[src/rtl/rr_arbiter4.sv]
// Purpose : round-robin arbiter sharing one 2-to-4 decoded resource among four requesters.
// Latency : a request seen at an IDLE edge is granted the following cycle; a one-cycle GAP follows every release.
// Backpressure: a grantee keeps the resource while it holds req, up to MAX_HOLD cycles; other requesters wait.
//
// Ports:
//   clk      rising-edge clock
//   rst_n    asynchronous active-low reset
//   req      [3:0] request vector, req[i] held high while requester i wants the resource
//   gnt      [3:0] registered one-hot grant, zero when no grant is active
//   gnt_idx  [1:0] registered index of the current/last grantee (decoder select)
//   gnt_vld  registered grant-active flag
//   timeout  one-cycle pulse after a grant is withdrawn by the hold limit
module rr_arbiter4 #(
    parameter int MAX_HOLD = 8,
    parameter int CNT_W    = 8
) (
    input  logic       clk,
    input  logic       rst_n,
    input  logic [3:0] req,
    output logic [3:0] gnt,
    output logic [1:0] gnt_idx,
    output logic       gnt_vld,
    output logic       timeout
);

    localparam logic [1:0] ST_IDLE = 2'd0;
    localparam logic [1:0] ST_BUSY = 2'd1;
    localparam logic [1:0] ST_GAP  = 2'd2;

    localparam logic [CNT_W-1:0] MAX_CNT = CNT_W'(MAX_HOLD);
    localparam logic [CNT_W-1:0] ONE_CNT = CNT_W'(1);

    logic [1:0]       state_q, state_d;
    logic [1:0]       ptr_q, ptr_d;
    logic [CNT_W-1:0] cnt_q, cnt_d;
    logic [1:0]       gnt_idx_q, gnt_idx_d;
    logic             gnt_vld_q, gnt_vld_d;
    logic [3:0]       gnt_q, gnt_d;
    logic             timeout_q, timeout_d;

    // Rotating priority scan: first set request starting at ptr, wrapping mod 4.
    logic [1:0] win_idx;
    logic       win_found;
    logic [1:0] cand;

    always_comb begin
        win_idx   = ptr_q;
        win_found = 1'b0;
        cand      = ptr_q;
        for (int k = 0; k < 4; k++) begin
            cand = ptr_q + 2'(k);
            if (!win_found && req[cand]) begin
                win_found = 1'b1;
                win_idx   = cand;
            end
        end
    end

    always_comb begin
        state_d   = state_q;
        ptr_d     = ptr_q;
        cnt_d     = cnt_q;
        gnt_idx_d = gnt_idx_q;
        gnt_vld_d = gnt_vld_q;
        timeout_d = 1'b0;

        case (state_q)
            ST_IDLE: begin
                if (win_found) begin
                    gnt_idx_d = win_idx;
                    gnt_vld_d = 1'b1;
                    cnt_d     = ONE_CNT;
                    state_d   = ST_BUSY;
                end
            end
            ST_BUSY: begin
                if (!req[gnt_idx_q] || (cnt_q == MAX_CNT)) begin
                    gnt_vld_d = 1'b0;
                    ptr_d     = gnt_idx_q + 2'd1;
                    state_d   = ST_GAP;
                    // Only a grantee that still wants the resource was cut off;
                    // a coincident req drop counts as a normal release.
                    timeout_d = req[gnt_idx_q];
                end else begin
                    cnt_d = cnt_q + ONE_CNT;
                end
            end
            ST_GAP: begin
                gnt_vld_d = 1'b0;
                state_d   = ST_IDLE;
            end
            default: begin
                gnt_vld_d = 1'b0;
                state_d   = ST_IDLE;
            end
        endcase

        // Grant is registered too, so it is glitch-free and aligned with gnt_vld.
        gnt_d = gnt_vld_d ? (4'b0001 << gnt_idx_d) : 4'b0000;
    end

    always_ff @(posedge clk or negedge rst_n) begin
        if (!rst_n) begin
            state_q   <= ST_IDLE;
            ptr_q     <= 2'd0;
            cnt_q     <= '0;
            gnt_idx_q <= 2'd0;
            gnt_vld_q <= 1'b0;
            gnt_q     <= 4'b0000;
            timeout_q <= 1'b0;
        end else begin
            state_q   <= state_d;
            ptr_q     <= ptr_d;
            cnt_q     <= cnt_d;
            gnt_idx_q <= gnt_idx_d;
            gnt_vld_q <= gnt_vld_d;
            gnt_q     <= gnt_d;
            timeout_q <= timeout_d;
        end
    end

    assign gnt     = gnt_q;
    assign gnt_idx = gnt_idx_q;
    assign gnt_vld = gnt_vld_q;
    assign timeout = timeout_q;

endmodule

[config.mk]
export PLATFORM = sky130hd
export DESIGN_NAME = rr_arbiter4
export DESIGN_NICKNAME = d
export VERILOG_FILES = /design/src/rtl/rr_arbiter4.sv
export SDC_FILE = /design/constraint.sdc
export NUM_CORES = 1
export LEC_CHECK = 0
export ABC_AREA = 1
export CORE_AREA = 2 2 50 52
export CTS_CLUSTER_DIAMETER = 40
export DETAILED_ROUTE_END_ITERATION = 16
export DIE_AREA = 0 0 52 54
export PLACE_DENSITY_LB_ADDON = 0.08
export SLEW_MARGIN = 5
export SYNTH_ARGS = -nofsm -noshare
export SYNTH_HDL_FRONTEND = slang
export SYNTH_SLANG_ARGS = --single-unit
[constraint.sdc]
create_clock -name clk -period 4.2 [get_ports clk]
set_input_delay 0.42 -clock clk [delete_from_list [all_inputs] [get_ports clk]]
set_output_delay 0.42 -clock clk [all_outputs]
set_load 0.02 [all_outputs]
==> flow_summary.ini, run 1 <==
[timing]
period_needed_ns = 1.88
setup_ws_ns = 2.32
timing.final.crit_share = 0.448
whs_ns = 0.549
setup_viol_count_final = 0
relSlewSlack = 0.426
finalHoldViolCount = 0
rsz0062_at_grt = false
fin_skew_ns = 0.0109
worst_slew_pin_slew_ns = 0.858
finalMaxSlewViolations = 0
setup_tns_ns = 0
fmax_mhz = 532

[setup_path]
arrival_ns = 2.07
cp_slowest_cell = dfrtp_1
path_max_fanout = 11
cpMostUsedCell = nand2_4
crit_buf_inv = 1
endpoint_kind = flop
max_stage_delay_ns = 0.59
required_ns = 4.39
cpLargestDelayFamily = simple AND/OR/NAND/NOR gates
path_cells = inv_2 -> nand2_4 -> nand2_4 -> nor2_4 -> nand3_4 -> o21ai_4 -> nand2_4 -> nand2_1 -> nand2_1 -> and2_1
crit_path_start_kind = flop
path_class = reg2reg

[pwr]
power.share.clock = 0.140
total_power_mw = 1.10
p_sw_uw = 539
leakage_nw = 0.755
p_comb_frac = 0.577
p_per_area_nw_per_um2 = 751
pwr-share-seq = 0.283
p_int_uw = 564
ir_drop_uv = 486
switching_share = 0.489

[grt]
grt_max_degree = 21
grt_use_met1 = 0.253
antenna_found_initial = 0
gr-max-usage-layer = met2
grt_pass1_vias = 1093
grt_overflow = 0
use_met2 = 0.390
grt_usage = 0.211
grt_pass1_wl_mm = 4.49
use_met3 = 0.0361

[cells_and_area]
finalNonFillerCells = 222
fin_nets = 201
multiInputGateArea_um2 = 656
fin_area_um2 = 1470
synthToLayoutAreaGrowth_pct = 15.9
final_core_util = 0.634
seqCellArea_um2 = 500
diodes = 0
drive_gt1_frac = 0.109
fillers = 216

[die]
core_area_um2 = 2320
die_area_um2 = 2810
die_x_um = 52
start_util = 0.547
rows = 18
dieHeight_um = 54
ioPinCount = 14

[clock_tree]
cts_buffers = 3
clockRootBuffer = clkbuf_4
cts_tree = yes
cts-hold-fix-buffers = 0
clk-insertion-delay-late_ns = 0.30
clkTransAtPathRegs_ns = 0.12
postCtsSetupBuffers = 0
cts.sinks = 20
cts_resized = 0
cts_max_level = 1
cts_buffer_depth = 2

[flow_run]
drv_cap = 0

[detailed_routing]
post_drt_wl_per_cell_um = 11.5
first_pass_iters = 4
drt_wl_total_mm = 2.55
drt_iter0_drc = 31
viasPerCell = 5.16
final_antenna_net_count = 0
post-route-drc-count = 0
vias = 1146

[placement]
portBuffers = 13
gp_congestion = 0.848
place_area_um2 = 1420
dp_worst_setup_slack_ns = 2.11
dp_cells = 218
dp_hpwl_mm = 2.02

[synthesis]
syn_area_per_cell_um2 = 7.17
syn-instance-count = 177
ys_types = 25
synth_seq_cells = 20
ys_seq_area_frac = 0.394
synth.cell_area_um2 = 1270
ys.warnings.count = 0
synth_fp_nets = 185

[min_path]
hold_class = reg2reg

[outcome]
status = finished clean
[flip-flops by register name, summed over array words and instances, names as in the netlist]
register / count
gnt_vld: 1
state_q: 2
cnt_q: 8
gnt: 4
ptr_q: 2
gnt_idx: 2
timeout: 1
[cells in the mapped netlist]
master	n	share of area
a21boi_1	1	0.0059
a21oi_1	4	0.016
a31oi_1	1	0.0049
and2_1	1	0.0049
buf_4	1	0.0059
buf_6	1	0.0089
dfrtp_1	20	0.39
ha_1	2	0.020
inv_1	24	0.071
inv_2	1	0.0030
nand2_1	60	0.18
nand2_2	7	0.035
nand2_4	3	0.027
nand3_1	11	0.043
nand3_4	1	0.014
nand4_1	6	0.030
nor2_1	16	0.047
nor2_2	3	0.015
nor2_4	1	0.0089
nor3_1	2	0.0079
nor3b_1	1	0.0059
o211ai_1	2	0.012
o21ai_0	6	0.024
o21ai_4	1	0.013
xor2_1	1	0.0069
[worst paths after layout]
kind	depth (start not counted)	slack, ns	end	startpoint
min in group asynchronous	1	0.60	cnt_q[5]	rst_n
setup / recovery	10	2.32	cnt_q[2]	ptr_q[0]
hold reg to reg	2	0.55	cnt_q[5]	cnt_q[5]
max in group asynchronous	1	3.07	cnt_q[1]	rst_n
hold / removal	2	0.55	cnt_q[5]	cnt_q[5]
setup reg to reg	10	2.32	cnt_q[2]	ptr_q[0]
[layout by cell type (no fill, tap or decap)]
cell and n:
inv_2 1, a21boi_1 1, nand3_1 11, nand2_4 3, clkdlybuf4s50_1 13, nand2_1 60
nand2_2 7, a31oi_1 1, o21ai_0 6, and2_1 1, o21ai_4 1, o211ai_1 2
nand3_4 1, clkbuf_4 3, nand4_1 6, dfrtp_1 20, nor3b_1 1, xor2_1 1
nor2_2 3, inv_1 24, nor2_1 16, nor3_1 2, bufinv_16 1, ha_1 2
a21oi_1 4, nor2_4 1
[power groups by stage]
| stage | combinational [mW] | sequential [mW] | clock [mW] |
|---|---|---|---|
| after floorplan | 0.484 | 0.320 | 0 |
| after global placement | 0.627 | 0.313 | 0 |
| after detailed placement | 0.636 | 0.317 | 0 |
| after CTS | 0.639 | 0.313 | 0.157 |
| after global routing | 0.731 | 0.322 | 0.166 |
| final | 0.637 | 0.312 | 0.154 |
[cell families after synthesis]
kind of cell	Yosys count	share of synthesized area
and+or+nand+nor	112	0.415
adders and majority gates	2	0.0197
xor gates and xnor gates	1	0.00690
AOI/OAI and AO/OA	15	0.0750
DFF	20	0.394
buffers and inverters	27	0.0888
[worst register-to-register path: cells and delay by family (launching register included)]
| family | cells | cell delay [ns] |
|---|---|---|
| AOI/OAI and AO/OA | 1 | 0.20 |
| buffers and inverters | 1 | 0.20 |
| DFF | 1 | 0.59 |
| and+or+nand+nor | 8 | 0.77 |
[layout make-up]
class	instances	area share
multi-input combinational	130	0.446
sequential	20	0.340
timing repair buffer	13	0.0885
inverter	25	0.0638
tap	30	0.0255
clock inverter	1	0.0204
clock buffer	3	0.0153
[metal layers]
layer	part of all wire	vias to the layer above	routed length [µm]
li1	-	585	-
met1	0.43	535	1110
met2	0.52	22	1340
met3	0.033	4	85
met4	0.0067	0	17
met5	0	-	0
(Power assumes the default switching activity.)
==> run 2: changes to the inputs <==
Settings changed: CORE_AREA 2 2 50 52 to 2 2 52 54, DIE_AREA 0 0 52 54 to 0 0 54 56.
Clock period 4.2 ns to 1.9 ns, I/O delays scaled along.
==> run 2 against run 1 <==
  * Non-clock buffer count increased by 3
  * Register-to-register slack got worse by 2.2 ns
  * Critical path type unchanged
  * Global-route usage fell by 1.1 points
  * Sequential power rose by 120%
  * Sequential share of layout area is 0.26 points lower
  * Worst hold slack got worse by 0.32 ns
  * Clock skew fell by 0.0067 ns
  * Final area increased by 1.0%
  * Clock power increased by 53%
  * Total power up 120%
  * Cell count increased by 1.4%
==> flow_summary.ini, run 2 (synthesis gave the netlist of run 1 again) <==
[outcome]
status = finished clean

[pwr]
leakage_nw = 0.763
ir_drop_uv = 925
total_power_mw = 2.42
p_per_area_nw_per_um2 = 1630

[clock_tree]
cts_max_level = 1
cts_buffer_depth = 2
cts_buffers = 3
cts.sinks = 20
clkTransAtPathRegs_ns = 0.11
clk-insertion-delay-late_ns = 0.29
clockRootBuffer = clkbuf_4
cts_tree = yes
postCtsSetupBuffers = 0

[detailed_routing]
drt_wl_total_mm = 2.66
post_drt_wl_per_cell_um = 11.8
drt_iter0_drc = 53
first_pass_iters = 4
viasPerCell = 5.20
post-route-drc-count = 0
final_antenna_net_count = 0
vias = 1170

[placement]
portBuffers = 13
gp_congestion = 0.884
dp_hpwl_mm = 2.09

[timing]
rsz0062_at_grt = false
fmax_mhz = 571
timing.final.crit_share = 0.922
finalMaxSlewViolations = 0
period_needed_ns = 1.75
relSlewSlack = 0.683
setup_tns_ns = 0
setup_viol_count_final = 0
finalHoldViolCount = 0
worst_slew_pin_slew_ns = 0.474
fin_skew_ns = 0.00424

[cells_and_area]
fin_nets = 204
largest_register_ffs = 8
diodes = 0
seqCellArea_um2 = 502
multiInputGateArea_um2 = 661
synthToLayoutAreaGrowth_pct = 17.1
drive_gt1_frac = 0.128
fillers = 231
regMostFlops = cnt_q
final_cell_mix = 60 x nand2_1, 24 x inv_1, 19 x dfrtp_1
final_common_cell = nand2_1

[grt]
grt_max_degree = 21
grt_overflow = 0
grt_usage = 0.200
grt_pass1_vias = 1064
antenna_found_initial = 0
grt_pass1_wl_mm = 4.58

[setup_path]
endpoint_kind = flop
arrival_ns = 1.94
path_class = reg2reg
cpLargestDelayFamily = simple AND/OR/NAND/NOR gates
max_stage_delay_ns = 0.47
crit_path_start_kind = flop
path_max_fanout = 6
required_ns = 2.08
cp_slowest_cell = dfrtp_2
crit_buf_inv = 1
path_cells = buf_4 -> nand2_2 -> nand2_4 -> nor2_4 -> nand3_4 -> nor2_2 -> nor2_4 -> nand3_1 -> nand2_1 -> nand2_1 -> nor2_1

[min_path]
hold_class = in2async

[die]
die_area_um2 = 3020
ioPinCount = 14
die_x_um = 54
core_area_um2 = 2430
rows = 18
dieHeight_um = 56
start_util = 0.522

[flow_run]
drv_cap = 0
==> run 2: cell types whose count changed in the layout (fill, tap and decap cells not counted) <==
cell / change
inv_2: -1
clkbuf_8: +1
buf_4: +3
dfrtp_1: -1
dfrtp_2: +1
inv_4: +1
nor2_4: +1
bufinv_16: -1
nor2_2: -1
==> run 2: path summary, 6_finish.rpt <==
| kind | startpoint | endpoint | slack (ns) | cells past startpoint |
|---|---|---|---|---|
| worst max-delay path | ptr_q[0] | gnt[2] | 0.15 | 11 |
| worst min-delay path | rst_n | ptr_q[1] | 0.23 | 2 |
| worst max register to register | ptr_q[0] | gnt[2] | 0.15 | 11 |
| worst min register to register | cnt_q[7] | cnt_q[7] | 0.55 | 2 |
| max in group asynchronous | rst_n | ptr_q[0] | 1.45 | 2 |
| min in group clk | cnt_q[7] | cnt_q[7] | 0.55 | 2 |
==> run 2: cell type report <==
cell class	instances	share of cell area
Clock buffer	4	0.0244
Inverter	25	0.0649
Multi-Input combinational cell	130	0.445
Sequential cell	20	0.338
Tap cell	30	0.0253
Timing Repair Buffer	16	0.103
==> run 2: report_power, final <==
part,leakage [nW],internal (mW),switching (mW)
clock,0.0210,0.117,0.119
combinational,0.484,0.520,0.985
sequential,0.259,0.556,0.122
==> run 2: repair_timing <==
action / in CTS / in global routing
hold buffers: 0 / 0
endpoints found under the setup margin: 0 / 2
gates resized for setup: 0 / 3
==> run 2: layer usage <==
metal / global-route usage / vias to the layer above / part of all wire
li1: - / 595 / -
met1: 0.311 / 531 / 0.48
met2: 0.287 / 42 / 0.46
met3: 0.0376 / 2 / 0.054
met4: 0.0429 / 0 / 0.0015
met5: 0 / - / 0
==> run 2: metrics by stage <==
stage	worst slack, ns	instance area (µm²)	hold WS [ns]	instances	utilization
3_3_place_gp	0.0350	1440	0.527	221	0.592
6_report	0.149	1490	0.226	225	0.611
5_1_grt	0.0208	1490	0.245	225	0.611
3_5_place_dp	0.0145	1440	0.532	221	0.592
4_1_cts	0.123	1480	0.233	225	0.607
2_1_floorplan	0.394	1270	-0.106	177	-
